===== config.mk =====
export PLATFORM = sky130hd
export DESIGN_NAME = branch_ctrl
export DESIGN_NICKNAME = d
export VERILOG_FILES = /design/src/rtl/branch_ctrl_pkg.sv /design/src/rtl/branch_ctrl_br_hazard_det.sv /design/src/rtl/branch_ctrl.sv
export SDC_FILE = /design/constraint.sdc
export NUM_CORES = 1
export LEC_CHECK = 0
export ABC_CLOCK_PERIOD_IN_PS = 7680
export CORE_ASPECT_RATIO = 1.2
export CORE_MARGIN = 10
export CORE_UTILIZATION = 53
export DETAILED_ROUTE_END_ITERATION = 8
export HOLD_SLACK_MARGIN = 0.12
export PLACE_DENSITY = 0.86
export SYNTH_ARGS = -nofsm -noshare
export SYNTH_HDL_FRONTEND = slang
export SYNTH_SLANG_ARGS = --single-unit

===== constraint.sdc =====
create_clock -name clk -period 7.68 [get_ports clk]
set_input_delay 1.536 -clock clk [delete_from_list [all_inputs] [get_ports clk]]
set_output_delay 1.536 -clock clk [all_outputs]
set_load 0.1 [all_outputs]

===== src/rtl/branch_ctrl_pkg.sv =====
// ---------------------------------------------------------------------------
// branch_ctrl_pkg
// Shared definitions for the ID-stage branch sequencing controller:
//   - branch class codes as presented on id_br_type / driven on cmp_op
//   - comparator idle op code
//   - controller FSM state encoding
//   - default statistics counter width
// ---------------------------------------------------------------------------
package branch_ctrl_pkg;

    localparam int CNT_W_DEF = 32;

    localparam logic [2:0] BR_LTZ  = 3'd0;
    localparam logic [2:0] BR_LEZ  = 3'd1;
    localparam logic [2:0] BR_GTZ  = 3'd2;
    localparam logic [2:0] BR_GEZ  = 3'd3;
    localparam logic [2:0] BR_EQ   = 3'd4;
    localparam logic [2:0] BR_NE   = 3'd5;
    localparam logic [2:0] BR_NONE = 3'd6;

    localparam logic [2:0] CMP_NOP = 3'b110;

    typedef enum logic [0:0] {
        ST_IDLE = 1'b0,
        ST_WAIT = 1'b1
    } br_state_e;

    // Two-operand compares (BEQ/BNE) read rt as well as rs.
    function automatic logic br_uses_rt(input logic [2:0] br_type);
        return (br_type == BR_EQ) || (br_type == BR_NE);
    endfunction

endpackage


===== src/rtl/branch_ctrl_br_hazard_det.sv =====
// ---------------------------------------------------------------------------
// br_hazard_det
// Combinational operand-readiness calculator for the ID branch comparator.
// Returns how many cycles the branch must wait before both of its operands
// can be forwarded into ID.
//   use_rs, use_rt          : which source operands the branch reads
//   rs, rt                  : source register numbers
//   ex_wr_en/is_load/addr   : instruction currently in EX
//   mem_wr_en/is_load/addr  : instruction currently in MEM
//   need                    : 0, 1 or 2 wait cycles (max over used operands)
// ---------------------------------------------------------------------------
module br_hazard_det
    import branch_ctrl_pkg::*;
(
    input  logic       use_rs,
    input  logic       use_rt,
    input  logic [4:0] rs,
    input  logic [4:0] rt,
    input  logic       ex_wr_en,
    input  logic       ex_is_load,
    input  logic [4:0] ex_wr_addr,
    input  logic       mem_wr_en,
    input  logic       mem_is_load,
    input  logic [4:0] mem_wr_addr,
    output logic [1:0] need
);

    logic [1:0] need_rs;
    logic [1:0] need_rt;

    // A load in EX has its data two cycles away; an ALU result in EX or a
    // load in MEM becomes forwardable next cycle. $0 is hardwired and never
    // creates a dependency.
    function automatic logic [1:0] op_need(
        input logic [4:0] r,
        input logic       exw,
        input logic       exl,
        input logic [4:0] exa,
        input logic       memw,
        input logic       meml,
        input logic [4:0] mema
    );
        logic [1:0] n;
        n = 2'd0;
        if (r != 5'd0) begin
            if (exw && (exa == r)) begin
                n = exl ? 2'd2 : 2'd1;
            end else if (memw && meml && (mema == r)) begin
                n = 2'd1;
            end
        end
        return n;
    endfunction

    always_comb begin
        need_rs = 2'd0;
        need_rt = 2'd0;
        if (use_rs) begin
            need_rs = op_need(rs, ex_wr_en, ex_is_load, ex_wr_addr,
                              mem_wr_en, mem_is_load, mem_wr_addr);
        end
        if (use_rt) begin
            need_rt = op_need(rt, ex_wr_en, ex_is_load, ex_wr_addr,
                              mem_wr_en, mem_is_load, mem_wr_addr);
        end
        need = (need_rs > need_rt) ? need_rs : need_rt;
    end

endmodule


===== src/rtl/branch_ctrl.sv =====
// ---------------------------------------------------------------------------
// branch_ctrl
// Sequencing controller for the ID-stage branch comparator of the 5-stage
// MIPS pipeline. Decodes the branch class in ID, drives the comparator op,
// stalls IF/ID until the operands are forwardable, then samples cmp_br and
// raises the PC redirect. Keeps saturating branch statistics.
//   clk, reset (sync, active-low)
//   id_valid, id_br_type, id_rs, id_rt     : instruction in ID
//   ex_*, mem_*                             : downstream writer info
//   flush                                   : kill of the ID instruction
//   cmp_br                                  : comparator result for cmp_op
//   cmp_op, stall, redirect                 : control outputs
//   br_cnt, taken_cnt, stall_cnt            : statistics (saturating)
// The branch delay slot is already fetched at resolve time and is left alone.
// ---------------------------------------------------------------------------
module branch_ctrl
    import branch_ctrl_pkg::*;
#(
    parameter int CNT_W     = CNT_W_DEF,
    parameter int MAX_STALL = 2
)(
    input  logic             clk,
    input  logic             reset,
    input  logic             id_valid,
    input  logic [2:0]       id_br_type,
    input  logic [4:0]       id_rs,
    input  logic [4:0]       id_rt,
    input  logic             ex_wr_en,
    input  logic             ex_is_load,
    input  logic [4:0]       ex_wr_addr,
    input  logic             mem_wr_en,
    input  logic             mem_is_load,
    input  logic [4:0]       mem_wr_addr,
    input  logic             flush,
    input  logic             cmp_br,
    output logic [2:0]       cmp_op,
    output logic             stall,
    output logic             redirect,
    output logic [CNT_W-1:0] br_cnt,
    output logic [CNT_W-1:0] taken_cnt,
    output logic [CNT_W-1:0] stall_cnt
);

    localparam int WAIT_W = $clog2(MAX_STALL + 1);

    br_state_e         state_q, state_d;
    logic [WAIT_W-1:0] wait_cnt_q, wait_cnt_d;
    logic [CNT_W-1:0]  br_cnt_q, br_cnt_d;
    logic [CNT_W-1:0]  taken_cnt_q, taken_cnt_d;
    logic [CNT_W-1:0]  stall_cnt_q, stall_cnt_d;

    logic       is_br;
    logic       use_rt;
    logic [1:0] need;
    logic       br_inc;
    logic       taken_inc;
    logic       stall_inc;

    function automatic logic [CNT_W-1:0] sat_inc(
        input logic [CNT_W-1:0] v,
        input logic             en
    );
        return (en && (v != {CNT_W{1'b1}})) ? v + CNT_W'(1) : v;
    endfunction

    assign is_br  = id_valid && (id_br_type <= BR_NE);
    assign use_rt = is_br && br_uses_rt(id_br_type);

    br_hazard_det u_hazard (
        .use_rs      (is_br),
        .use_rt      (use_rt),
        .rs          (id_rs),
        .rt          (id_rt),
        .ex_wr_en    (ex_wr_en),
        .ex_is_load  (ex_is_load),
        .ex_wr_addr  (ex_wr_addr),
        .mem_wr_en   (mem_wr_en),
        .mem_is_load (mem_is_load),
        .mem_wr_addr (mem_wr_addr),
        .need        (need)
    );

    always_comb begin
        state_d    = state_q;
        wait_cnt_d = wait_cnt_q;
        stall      = 1'b0;
        redirect   = 1'b0;
        cmp_op     = is_br ? id_br_type : CMP_NOP;
        br_inc     = 1'b0;
        taken_inc  = 1'b0;
        stall_inc  = 1'b0;

        if (flush) begin
            state_d    = ST_IDLE;
            wait_cnt_d = '0;
        end else begin
            case (state_q)
                ST_IDLE: begin
                    if (is_br) begin
                        if (need == 2'd0) begin
                            redirect  = cmp_br;
                            br_inc    = 1'b1;
                            taken_inc = cmp_br;
                        end else begin
                            // need = 1 clears by itself next cycle, so only
                            // the load-in-EX case parks in WAIT.
                            stall      = 1'b1;
                            stall_inc  = 1'b1;
                            wait_cnt_d = WAIT_W'(need - 2'd1);
                            if (need == 2'(MAX_STALL)) begin
                                state_d = ST_WAIT;
                            end
                        end
                    end
                end
                ST_WAIT: begin
                    stall     = 1'b1;
                    stall_inc = 1'b1;
                    // Leave as the count drains so the branch re-evaluates
                    // in IDLE on the very next cycle.
                    if (wait_cnt_q <= WAIT_W'(1)) begin
                        state_d    = ST_IDLE;
                        wait_cnt_d = '0;
                    end else begin
                        wait_cnt_d = wait_cnt_q - WAIT_W'(1);
                    end
                end
                default: begin
                    state_d    = ST_IDLE;
                    wait_cnt_d = '0;
                end
            endcase
        end

        br_cnt_d    = sat_inc(br_cnt_q, br_inc);
        taken_cnt_d = sat_inc(taken_cnt_q, taken_inc);
        stall_cnt_d = sat_inc(stall_cnt_q, stall_inc);

        if (!reset) begin
            stall    = 1'b0;
            redirect = 1'b0;
            cmp_op   = CMP_NOP;
        end
    end

    always_ff @(posedge clk) begin
        if (!reset) begin
            state_q     <= ST_IDLE;
            wait_cnt_q  <= '0;
            br_cnt_q    <= '0;
            taken_cnt_q <= '0;
            stall_cnt_q <= '0;
        end else begin
            state_q     <= state_d;
            wait_cnt_q  <= wait_cnt_d;
            br_cnt_q    <= br_cnt_d;
            taken_cnt_q <= taken_cnt_d;
            stall_cnt_q <= stall_cnt_d;
        end
    end

    assign br_cnt    = br_cnt_q;
    assign taken_cnt = taken_cnt_q;
    assign stall_cnt = stall_cnt_q;

endmodule


==> results of run 1 <==
## power by group
part / internal (W) / switching, W / leakage (nW)
Sequential: 0.000514 / 0.00000141 / 0.797
Clock: 0.000218 / 0.000194 / 0.124
Combinational: 0.0000263 / 0.0000400 / 1.50
## sequential cells by signal, indices dropped and copies added, names as in the netlist
signal	count
br_cnt	32
wait_cnt_q	2
state_q	1
taken_cnt	32
stall_cnt	32
## worst paths after layout
path | cells after the start | end | slack [ps] | start
hold / removal | 2 | wait_cnt_q[1]$_SDFFE_PP0P_ | 500 | wait_cnt_q[1]$_SDFFE_PP0P_
hold reg to reg | 2 | wait_cnt_q[1]$_SDFFE_PP0P_ | 500 | wait_cnt_q[1]$_SDFFE_PP0P_
setup / recovery | 16 | stall | 900 | id_rt[0]
setup reg to reg | 6 | stall_cnt[7]$_SDFFE_PN0P_ | 5230 | stall_cnt[13]$_SDFFE_PN0P_
## cell type report
class / count / area (µm²) / area share, %
well taps: 123 / 154 / 2.26
clock buffers: 9 / 225 / 3.31
flip-flops and latches: 99 / 1980 / 29.1
clock inverters: 6 / 41.3 / 0.606
multi-input cells: 474 / 3020 / 44.3
repair buffers: 135 / 1340 / 19.7
inverters: 14 / 52.6 / 0.771
## routing by layer
layer  part of all wire (%)  vias to the layer above  wire length (µm)  GRT usage [%]
li1                       -                     2381                 -              -
met1                     42                     2311              5850           23.1
met2                     51                      132              7150           34.9
met3                    5.5                       19               775           3.82
met4                    1.7                        0               234           6.60
met5                      0                        -                 0              0
## layout by cell type (no fill, tap or decap), types with 2 or more instances in the layout
cell,n
sky130_fd_sc_hd__xnor2_1,27
sky130_fd_sc_hd__and2_1,8
sky130_fd_sc_hd__nand4_1,34
sky130_fd_sc_hd__or4_1,3
sky130_fd_sc_hd__nor4_1,13
sky130_fd_sc_hd__nor2_1,99
sky130_fd_sc_hd__o21ai_0,6
sky130_fd_sc_hd__nand3_1,58
sky130_fd_sc_hd__a21oi_1,11
sky130_fd_sc_hd__buf_4,5
sky130_fd_sc_hd__ha_1,8
sky130_fd_sc_hd__dfxtp_1,99
sky130_fd_sc_hd__and3_1,26
sky130_fd_sc_hd__nand3_2,3
sky130_fd_sc_hd__nand2b_1,3
sky130_fd_sc_hd__nand2_1,30
sky130_fd_sc_hd__clkinvlp_4,3
sky130_fd_sc_hd__nand3b_1,2
sky130_fd_sc_hd__inv_1,13
sky130_fd_sc_hd__clkbuf_16,9
sky130_fd_sc_hd__or2_2,2
sky130_fd_sc_hd__mux2i_1,3
sky130_fd_sc_hd__a31oi_1,2
sky130_fd_sc_hd__nand4b_1,3
sky130_fd_sc_hd__or3_1,6
sky130_fd_sc_hd__and4_1,13
sky130_fd_sc_hd__clkinv_2,2
sky130_fd_sc_hd__nor3_1,14
sky130_fd_sc_hd__clkdlybuf4s50_1,130
sky130_fd_sc_hd__xor2_1,79
sky130_fd_sc_hd__o21a_1,2
sky130_fd_sc_hd__nor4_2,3
## logic make-up (layout without fill, tap and decap cells)
kind of cell | count (synthesis) | count (layout)
and+or+nand+nor | 326 | 326
muxes | 3 | 3
DFF | 99 | 99
AOI/OAI and AO/OA | 31 | 31
xor gates and xnor gates | 106 | 106
adders and majority gates | 8 | 8
buffers and inverters | 34 | 164
## per-stage QoR
step                      total power (W)  hold WS [ps]  utilization [%]
final                            0.000994           497             71.6
after global routing              0.00102           544             71.6
after CTS                         0.00100           499             71.6
after detailed placement         0.000593           484             68.8
after global placement           0.000593           472             68.8
after floorplan                  0.000563           455                -
## tightest hold or removal path, cell delays in order (launching register included)
cell and delay (ps):
sky130_fd_sc_hd__dfxtp_1 330, sky130_fd_sc_hd__a21oi_1 60, sky130_fd_sc_hd__nor2_1 70
==> impl_summary.log, run 1 <==
[metrics] result of the run: finished, final reports clean
[metrics] Final Skew: 8.21 ps
[metrics] total number of yosys warnings: 0
[metrics] via count of the first global-routing pass: 4,798
[metrics] Initial Util: 54.1%
[metrics] setup TNS: 0 ps
[metrics] antenna violation net count after detailed routing: 0
[metrics] wire length of the first global-routing pass: 23,100 µm
[metrics] drt drc: 0
[metrics] total setup buffers inserted after CTS: 0
[metrics] crit path launch type: primary input
[metrics] std cell rows: 39
[metrics] final period utilization: 88.3%
[metrics] sequential-to-total area share from yosys stat: 38.5%
[metrics] clock-pin slew of the registers on the worst-case setup and hold paths: 60 ps
[metrics] share of synthesized registers carrying an async set or reset: 0%
[metrics] area fraction in and, or, nand and nor cells after synthesis: 33.8%
[metrics] slew at the pin with the worst max-slew slack: 1030 ps
[metrics] H-Tree Depth: 3
[metrics] synthesized-area fraction occupied by adder cells: 1.95%
[metrics] GR Util All Layers: 19.8%
[metrics] Final Routed Wirelength: 14,000 µm
[metrics] cell area after synthesis: 5150 µm²
[metrics] mux cell area share after synthesis: 0.584%
[metrics] number of sinks driven by the clock tree: 99
[metrics] post-synthesis share of cell area spent on xor and xnor gates: 18.0%
[metrics] finished layout cell area: 6810 µm²
[metrics] number of enable-type register cells in the synthesized netlist: 0
[metrics] Clk Tree Root Cell: sky130_fd_sc_hd__clkbuf_16
[metrics] fin nets: 773
[metrics] core region area: 9520 µm²
[metrics] top cell family by delay on the critical path: compound AO/OA/AOI/OAI gates
[metrics] post-cts gate resize count: 0
[metrics] number of detailed-route iterations in the first pass: 4
[metrics] most used flip-flop cell after synthesis: sky130_fd_sc_hd__dfxtp_1
[metrics] unrepaired setup endpoints after global routing: no
[metrics] Via Count: 4,843
[metrics] initial detailed-routing violation count: 224
[metrics] antenna violations before repair: 0
[metrics] final setup violating endpoints: 0
[metrics] vertical die dimension: 128 µm
[metrics] IO Port Bufs: 132
[metrics] Pleak: 2.42 nW
[metrics] share of Yosys cell area claimed by the top area cell type: 38.5%
[metrics] minimum clock period after layout: 6780 ps
[metrics] Most common cell on crit path: sky130_fd_sc_hd__nor2_1
[metrics] routed via count divided by cell count: 5.63
[metrics] number of pins with negative max-slew slack in the final report: 0
[metrics] count of hold buffers inserted by post-cts repair: 0
[metrics] Netlist cell types: 48
[metrics] VDD IR max: 0.127 mV
[metrics] Routability Congestion: 0.868
[metrics] Pwr Density: 146 nW/µm²
[metrics] layout cell share with drive strength beyond 1: 4.88%
[metrics] post-DR wirelength/cell: 16.3 µm
[metrics] clock buffer depth: 2
[metrics] pre-CTS setup slack: 919 ps
[metrics] worst min-delay path category: reg -> reg
[metrics] highest clock frequency the design can meet: 0.147 GHz
[metrics] delay of the slowest critical-path stage: 600 ps
[metrics] total global routing overflow: 0
[metrics] list of cells traversed by the critical path: clkdlybuf4s50_1 > or4_1 > o2111ai_1 > inv_1 > nand3_1 > ha_1 > nor2_1 > nor2_1 > a21oi_1 > nor2_1 > a32oi_1 > ha_1 > inv_1 > a21oi_1 > nor2_1 > buf_4
[metrics] peak fanout along the critical path: 11
[metrics] max-cap viol count: 0
[metrics] final setup slack of the worst path: 899 ps
[metrics] Final HPWL DP: 10,500 µm
[metrics] share of the synthesized area in compound gates (AO/OA/AOI/OAI): 4.25%
[metrics] cell area after placement: 6550 µm²
[metrics] Critical Path End Type: output port
[metrics] Synth top cells by count: sky130_fd_sc_hd__dfxtp_1 (99), sky130_fd_sc_hd__nor2_1 (99), sky130_fd_sc_hd__xor2_1 (79), sky130_fd_sc_hd__nand3_1 (58), sky130_fd_sc_hd__nand4_1 (34)
[metrics] total nets after synthesis: 647
[metrics] number of storage elements in the synthesis netlist: 99
[metrics] Ant. Diodes: 0
[metrics] TritonCTS clock tree: yes
[metrics] Critical path buffers and inverters: 4
[metrics] count of non-filler cells in the finished layout: 860
[metrics] number of fill cells: 756
[metrics] area growth from synthesis to layout: 32.4%
[metrics] total I/O pin count: 133
[metrics] full die area: 14,100 µm²
[metrics] dominant combinational cell family by area after synthesis: simple AND/OR/NAND/NOR gates
[metrics] clock buffer count from CTS: 9
[metrics] per-instance average area after synthesis: 8.48 µm²
[metrics] Synth Instances: 607
[metrics] largest net degree at the start of global routing: 89
[metrics] worst setup path category: in -> out
[metrics] critical path arrival: 5240 ps
[metrics] leading post-synthesis cells by cell area: sky130_fd_sc_hd__dfxtp_1 (39%), sky130_fd_sc_hd__xor2_1 (13%), sky130_fd_sc_hd__nor2_1 (7.2%)
[metrics] die boundary width: 110 µm
[metrics] library cell contributing the largest single delay on the critical path: sky130_fd_sc_hd__a21oi_1
[metrics] clk_lat worst skew: 340 ps
[metrics] number of endpoints with negative hold slack in the final report: 0
[metrics] worst-case headroom to the max-slew limit: 31.3%
[metrics] required time of the critical path: 6140 ps
[metrics] dominant cell type by area after synthesis: sky130_fd_sc_hd__dfxtp_1
[metrics] Placed Cells incl. Taps: 845
Note: power is estimated with default switching activity, not from simulation.
==> run 2, diff against run 1 <==
- ABC_CLOCK_PERIOD_IN_PS: 7680 -> 6300
- CORE_UTILIZATION: 53 -> 49
- PLACE_DENSITY: 0.86 -> 0.8
- clock period: 7.68 -> 6.3 ns (I/O delays scaled with it)
==> impl_summary.log, run 2 (synthesis results as in run 1) <==
[metrics] commonest non-fill, non-tap cells in the layout: sky130_fd_sc_hd__clkdlybuf4s50_1 (130), sky130_fd_sc_hd__dfxtp_1 (99), sky130_fd_sc_hd__nor2_1 (98)
[metrics] Final Skew: 5.73 ps
[metrics] Via Count: 4,787
[metrics] number of sinks driven by the clock tree: 99
[metrics] Switching Fraction: 21.7%
[metrics] slew at the pin with the worst max-slew slack: 1040 ps
[metrics] core region area: 10,200 µm²
[metrics] count of non-filler cells in the finished layout: 865
[metrics] cell area after placement: 6590 µm²
[metrics] vertical die dimension: 132 µm
[metrics] drt drc: 0
[metrics] clk_lat worst skew: 340 ps
[metrics] antenna violation net count after detailed routing: 0
[metrics] finished layout cell area: 6900 µm²
[metrics] Clk Tree Root Cell: sky130_fd_sc_hd__clkbuf_16
[metrics] Critical Path End Type: output port
[metrics] crit path launch type: primary input
[metrics] share of power burned in the clock network: 43.5%
[metrics] Final Util: 67.9%
[metrics] routed via count divided by cell count: 5.53
[metrics] Final Routed Wirelength: 14,100 µm
[metrics] pre-CTS setup slack: 280 ps
[metrics] count of hold buffers inserted by post-cts repair: 0
[metrics] die boundary width: 114 µm
[metrics] Ant. Diodes: 0
[metrics] post-DR wirelength/cell: 16.3 µm
[metrics] worst min-delay path category: reg -> reg
[metrics] critical path arrival: 4840 ps
[metrics] VDD IR max: 0.126 mV
[metrics] via count of the first global-routing pass: 4,857
[metrics] final setup violating endpoints: 0
[metrics] required time of the critical path: 5040 ps
[metrics] total I/O pin count: 133
[metrics] clock buffer depth: 2
[metrics] Pwr Density: 183 nW/µm²
[metrics] Placed Cells incl. Taps: 850
[metrics] peak fanout along the critical path: 3
[metrics] area growth from synthesis to layout: 34.0%
[metrics] sequential power share: 49.9%
[metrics] fraction of power consumed by combinational cells: 6.6%
[metrics] fin nets: 775
[metrics] Initial Util: 50.7%
[metrics] number of pins with negative max-slew slack in the final report: 0
[metrics] worst setup path category: in -> out
[metrics] Pleak: 2.47 nW
[metrics] antenna violations before repair: 0
[metrics] switching power of the nets: 0.000273 W
[metrics] final setup slack of the worst path: 197 ps
[metrics] final period utilization: 96.9%
[metrics] wire length of the first global-routing pass: 23,700 µm
[metrics] IO Port Bufs: 132
[metrics] H-Tree Depth: 3
[metrics] total global routing overflow: 0
[metrics] clock-pin slew of the registers on the worst-case setup and hold paths: 60 ps
[metrics] internal portion of total power: 0.000987 W
[metrics] layout cell share with drive strength beyond 1: 5.28%
[metrics] full die area: 15,000 µm²
[metrics] Routability Congestion: 0.900
[metrics] worst-case headroom to the max-slew limit: 30.7%
[metrics] clock buffer count from CTS: 9
[metrics] Final HPWL DP: 10,400 µm
[metrics] number of detailed-route iterations in the first pass: 4
[metrics] number of endpoints with negative hold slack in the final report: 0
[metrics] most common library cell in the layout ignoring fill and taps: sky130_fd_sc_hd__clkdlybuf4s50_1
[metrics] highest clock frequency the design can meet: 0.164 GHz
[metrics] max-cap viol count: 0
[metrics] GR Util All Layers: 18.4%
[metrics] initial detailed-routing violation count: 218
[metrics] minimum clock period after layout: 6100 ps
[metrics] result of the run: finished, final reports clean
[metrics] largest net degree at the start of global routing: 89
[metrics] std cell rows: 40
[metrics] TritonCTS clock tree: yes
==> run 2: worst paths after layout <==
check | end | depth (start not counted) | start | slack [ps]
hold reg to reg | state_q$_SDFF_PP0_ | 2 | wait_cnt_q[1]$_SDFFE_PP0P_ | 510
hold / removal | state_q$_SDFF_PP0_ | 2 | wait_cnt_q[1]$_SDFFE_PP0P_ | 510
setup reg to reg | stall_cnt[7]$_SDFFE_PN0P_ | 6 | stall_cnt[13]$_SDFFE_PN0P_ | 3890
setup / recovery | redirect | 17 | id_rs[0] | 200
==> run 2: critical path: stages <==
cell and delay, ps:
sky130_fd_sc_hd__clkdlybuf4s50_1 490, sky130_fd_sc_hd__xor2_1 200, sky130_fd_sc_hd__nor4_1 290, sky130_fd_sc_hd__and3_1 270
sky130_fd_sc_hd__mux2i_2 290, sky130_fd_sc_hd__nand2_1 90, sky130_fd_sc_hd__ha_1 190, sky130_fd_sc_hd__nor2_1 130
sky130_fd_sc_hd__nor2_1 60, sky130_fd_sc_hd__a21oi_1 230, sky130_fd_sc_hd__nor2_1 110, sky130_fd_sc_hd__a32oi_2 250
sky130_fd_sc_hd__ha_1 210, sky130_fd_sc_hd__nor3b_2 220, sky130_fd_sc_hd__nand3_1 150, sky130_fd_sc_hd__nor2_2 190
sky130_fd_sc_hd__buf_12 200
==> run 2: what timing repair did <==
action                                  CTS  global route
resized for setup                         0             3
endpoints found under the setup margin    0             1
endpoints found under the hold margin     0             0
buffers inserted                          0             0
==> run 2: routing by layer <==
layer  routed length, µm  GRT usage [%]
met5                   0              0
met4                 212           6.92
met3                 765           4.78
met2                7220           31.8
met1                5920           21.0
==> run 2: power groups by stage <==
stage               registers, W  logic (W)  clock network, W
floorplan               0.000651  0.0000352                 0
global placement        0.000643  0.0000797                 0
detailed placement      0.000643  0.0000817                 0
CTS                     0.000629  0.0000822          0.000561
global route            0.000628  0.0000881          0.000587
finish                  0.000629  0.0000828          0.000548
==> run 2: final cells by class <==
| class | count | area (µm²) |
|---|---|---|
| fillers | 851 | 3260 |
| multi-input cells | 474 | 3030 |
| flip-flops and latches | 99 | 1980 |
| repair buffers | 137 | 1380 |
| clock buffers | 13 | 260 |
| well taps | 126 | 158 |
| inverters | 14 | 52.6 |
| clock inverters | 2 | 35.0 |
==> run 2: through the flow <==
step           TNS, ps  hold WS (ps)  total power [W]
6_report             0           505          0.00126
5_1_grt          -53.9           518          0.00130
4_1_cts              0           496          0.00127
3_5_place_dp         0           488         0.000725
3_3_place_gp         0           476         0.000723
2_1_floorplan        0           455         0.000686
==> run 3, diff against run 2 <==
- MAX_ROUTING_LAYER: unset -> met4
==> impl_summary.log, run 3 (synthesis results as in run 1) <==
[metrics] number of endpoints with negative hold slack in the final report: 0
[metrics] required time of the critical path: 5040 ps
[metrics] setup TNS: 0 ps
[metrics] cell count of the worst hold path: 2
[metrics] commonest non-fill, non-tap cells in the layout: sky130_fd_sc_hd__clkdlybuf4s50_1 (130), sky130_fd_sc_hd__dfxtp_1 (99), sky130_fd_sc_hd__nor2_1 (98)
[metrics] list of cells traversed by the critical path: clkdlybuf4s50_1 > xor2_1 > nor4_1 > and3_1 > mux2i_1 > nand2_1 > ha_1 > nor2_1 > nor2_1 > a21oi_1 > nor2_1 > a32oi_1 > ha_1 > nor3b_2 > nand3_1 > nor2_2 > buf_12
[metrics] internal portion of total power: 0.00102 W
[metrics] clock buffer depth: 2
[metrics] worst-case headroom to the max-slew limit: 31.0%
[metrics] worst reg2reg startpoint: stall_cnt[13]$_SDFFE_PN0P_
[metrics] Ant. Diodes: 0
[metrics] H-Tree Depth: 3
[metrics] total global routing overflow: 0
[metrics] number of sinks driven by the clock tree: 99
[metrics] library cell contributing the largest single delay on the critical path: sky130_fd_sc_hd__clkdlybuf4s50_1
[metrics] Initial Util: 50.7%
[metrics] Final HPWL DP: 10,500 µm
[metrics] worst reg-to-reg setup slack: 3860 ps
[metrics] GR Util met1: 21.5%
[metrics] Most common cell on crit path: sky130_fd_sc_hd__nor2_1
[metrics] via count of the first global-routing pass: 4,811
[metrics] final setup violating endpoints: 0
[metrics] core region area: 10,200 µm²
[metrics] number of detailed-route iterations in the first pass: 4
[metrics] number of pins with negative max-slew slack in the final report: 0
[metrics] die boundary width: 114 µm
[metrics] met2 demand-to-capacity share in global routing: 30.6%
[metrics] highest clock frequency the design can meet: 0.167 GHz
[metrics] worst min-delay path category: reg -> reg
[metrics] met3 global-route usage: 4.28%
[metrics] post-DR wirelength/cell: 16.3 µm
[metrics] Pleak: 2.47 nW
[metrics] fraction of power consumed by combinational cells: 6.3%
[metrics] sequential power share: 48.3%
[metrics] Final Routed Wirelength: 14,100 µm
[metrics] max-cap viol count: 0
[metrics] Clk Tree Root Cell: sky130_fd_sc_hd__clkbuf_16
[metrics] Final Skew: 9.83 ps
[metrics] delay of the slowest critical-path stage: 470 ps
[metrics] std cell rows: 40
[metrics] peak fanout along the critical path: 3
[metrics] slew at the pin with the worst max-slew slack: 1030 ps
[metrics] Routability Congestion: 0.879
[metrics] Pwr Density: 188 nW/µm²
[metrics] critical path arrival: 4740 ps
[metrics] Via Count: 4,827
[metrics] share of power burned in the clock network: 45.4%
[metrics] vertical die dimension: 132 µm
[metrics] TritonCTS clock tree: yes
[metrics] Top Usage Layer GRT: met2
[metrics] largest net degree at the start of global routing: 89
[metrics] start point of the worst min-delay path: wait_cnt_q[1]$_SDFFE_PP0P_
[metrics] count of non-filler cells in the finished layout: 866
[metrics] most common library cell in the layout ignoring fill and taps: sky130_fd_sc_hd__clkdlybuf4s50_1
[metrics] result of the run: finished, final reports clean
[metrics] IO Port Bufs: 132
[metrics] crit path launch type: primary input
[metrics] Critical Path End Type: output port
[metrics] drt drc: 0
[metrics] routed via count divided by cell count: 5.57
[metrics] Final Util: 68.0%
[metrics] GR Util All Layers: 18.5%
[metrics] VDD IR max: 0.123 mV
[metrics] area growth from synthesis to layout: 34.3%
[metrics] wire length of the first global-routing pass: 23,200 µm
[metrics] total I/O pin count: 133
[metrics] initial detailed-routing violation count: 178
[metrics] minimum clock period after layout: 6000 ps
[metrics] Placed Cells incl. Taps: 850
[metrics] antenna violations before repair: 0
[metrics] antenna violation net count after detailed routing: 0
[metrics] full die area: 15,000 µm²
[metrics] layout cell share with drive strength beyond 1: 5.14%
[metrics] clock buffer count from CTS: 9
[metrics] number of fill cells: 865
[metrics] final period utilization: 95.2%
[metrics] fin nets: 775
[metrics] clk_lat worst skew: 340 ps
[metrics] switching power of the nets: 0.000282 W
[metrics] clock-pin slew of the registers on the worst-case setup and hold paths: 60 ps
[metrics] reg2reg path depth: 6
[metrics] unrepaired setup endpoints after global routing: no
[metrics] Switching Fraction: 21.7%
[metrics] critical path startpoint: id_rs[0]
[metrics] worst setup path category: in -> out
## run 3: critical path, delay by kind of cell
family          cells  cell delay (ps)
mux                 1              250
compound gates      2              490
xor+xnor            1              190
buf+inv             2              680
fa+ha+maj           2              410
simple gates        9             1460
## run 3: final cells by class
type / count / area [µm²] / share of cell area, %
flip-flops and latches: 99 / 1980 / 28.7
repair buffers: 137 / 1380 / 19.9
well taps: 126 / 158 / 2.28
inverters: 14 / 52.6 / 0.760
clock buffers: 12 / 246 / 3.57
multi-input cells: 474 / 3020 / 43.7
clock inverters: 4 / 73.8 / 1.07
## run 3: routing by layer
metal	vias up	wire length [µm]	share of wire (%)
met1	2295	6050	43
met2	126	7150	51
li1	2393	-	-
met3	13	715	5.1
met4	0	162	1.2
met5	-	0	0
## run 3: what timing repair did
item / CTS / global route
hold buffers: 0 / 0
endpoints found under the setup margin: 0 / 1
gates resized for setup: 0 / 1
buffers inserted: 0 / 0
## run 3: power groups by stage
stage | Combinational [W] | Sequential, W | Clock (W)
6_report | 0.0000818 | 0.000629 | 0.000590
3_5_place_dp | 0.0000813 | 0.000643 | 0
5_1_grt | 0.0000871 | 0.000628 | 0.000622
4_1_cts | 0.0000817 | 0.000628 | 0.000603
3_3_place_gp | 0.0000806 | 0.000643 | 0
2_1_floorplan | 0.0000352 | 0.000651 | 0
## run 3: worst paths after layout
kind,to
hold reg to reg,state_q$_SDFF_PP0_
hold / removal,state_q$_SDFF_PP0_
setup reg to reg,stall_cnt[7]$_SDFFE_PN0P_
setup / recovery,redirect
## run 3: stage by stage
step           cell area [µm²]  hold WS (ps)  total power (W)  setup slack [ps]
6_report                  6910           503          0.00130               301
5_1_grt                   6910           520          0.00134              9.67
4_1_cts                   6910           496          0.00131               242
2_1_floorplan             5150           455         0.000686               228
3_5_place_dp              6590           485         0.000724               273
3_3_place_gp              6590           473         0.000723               413
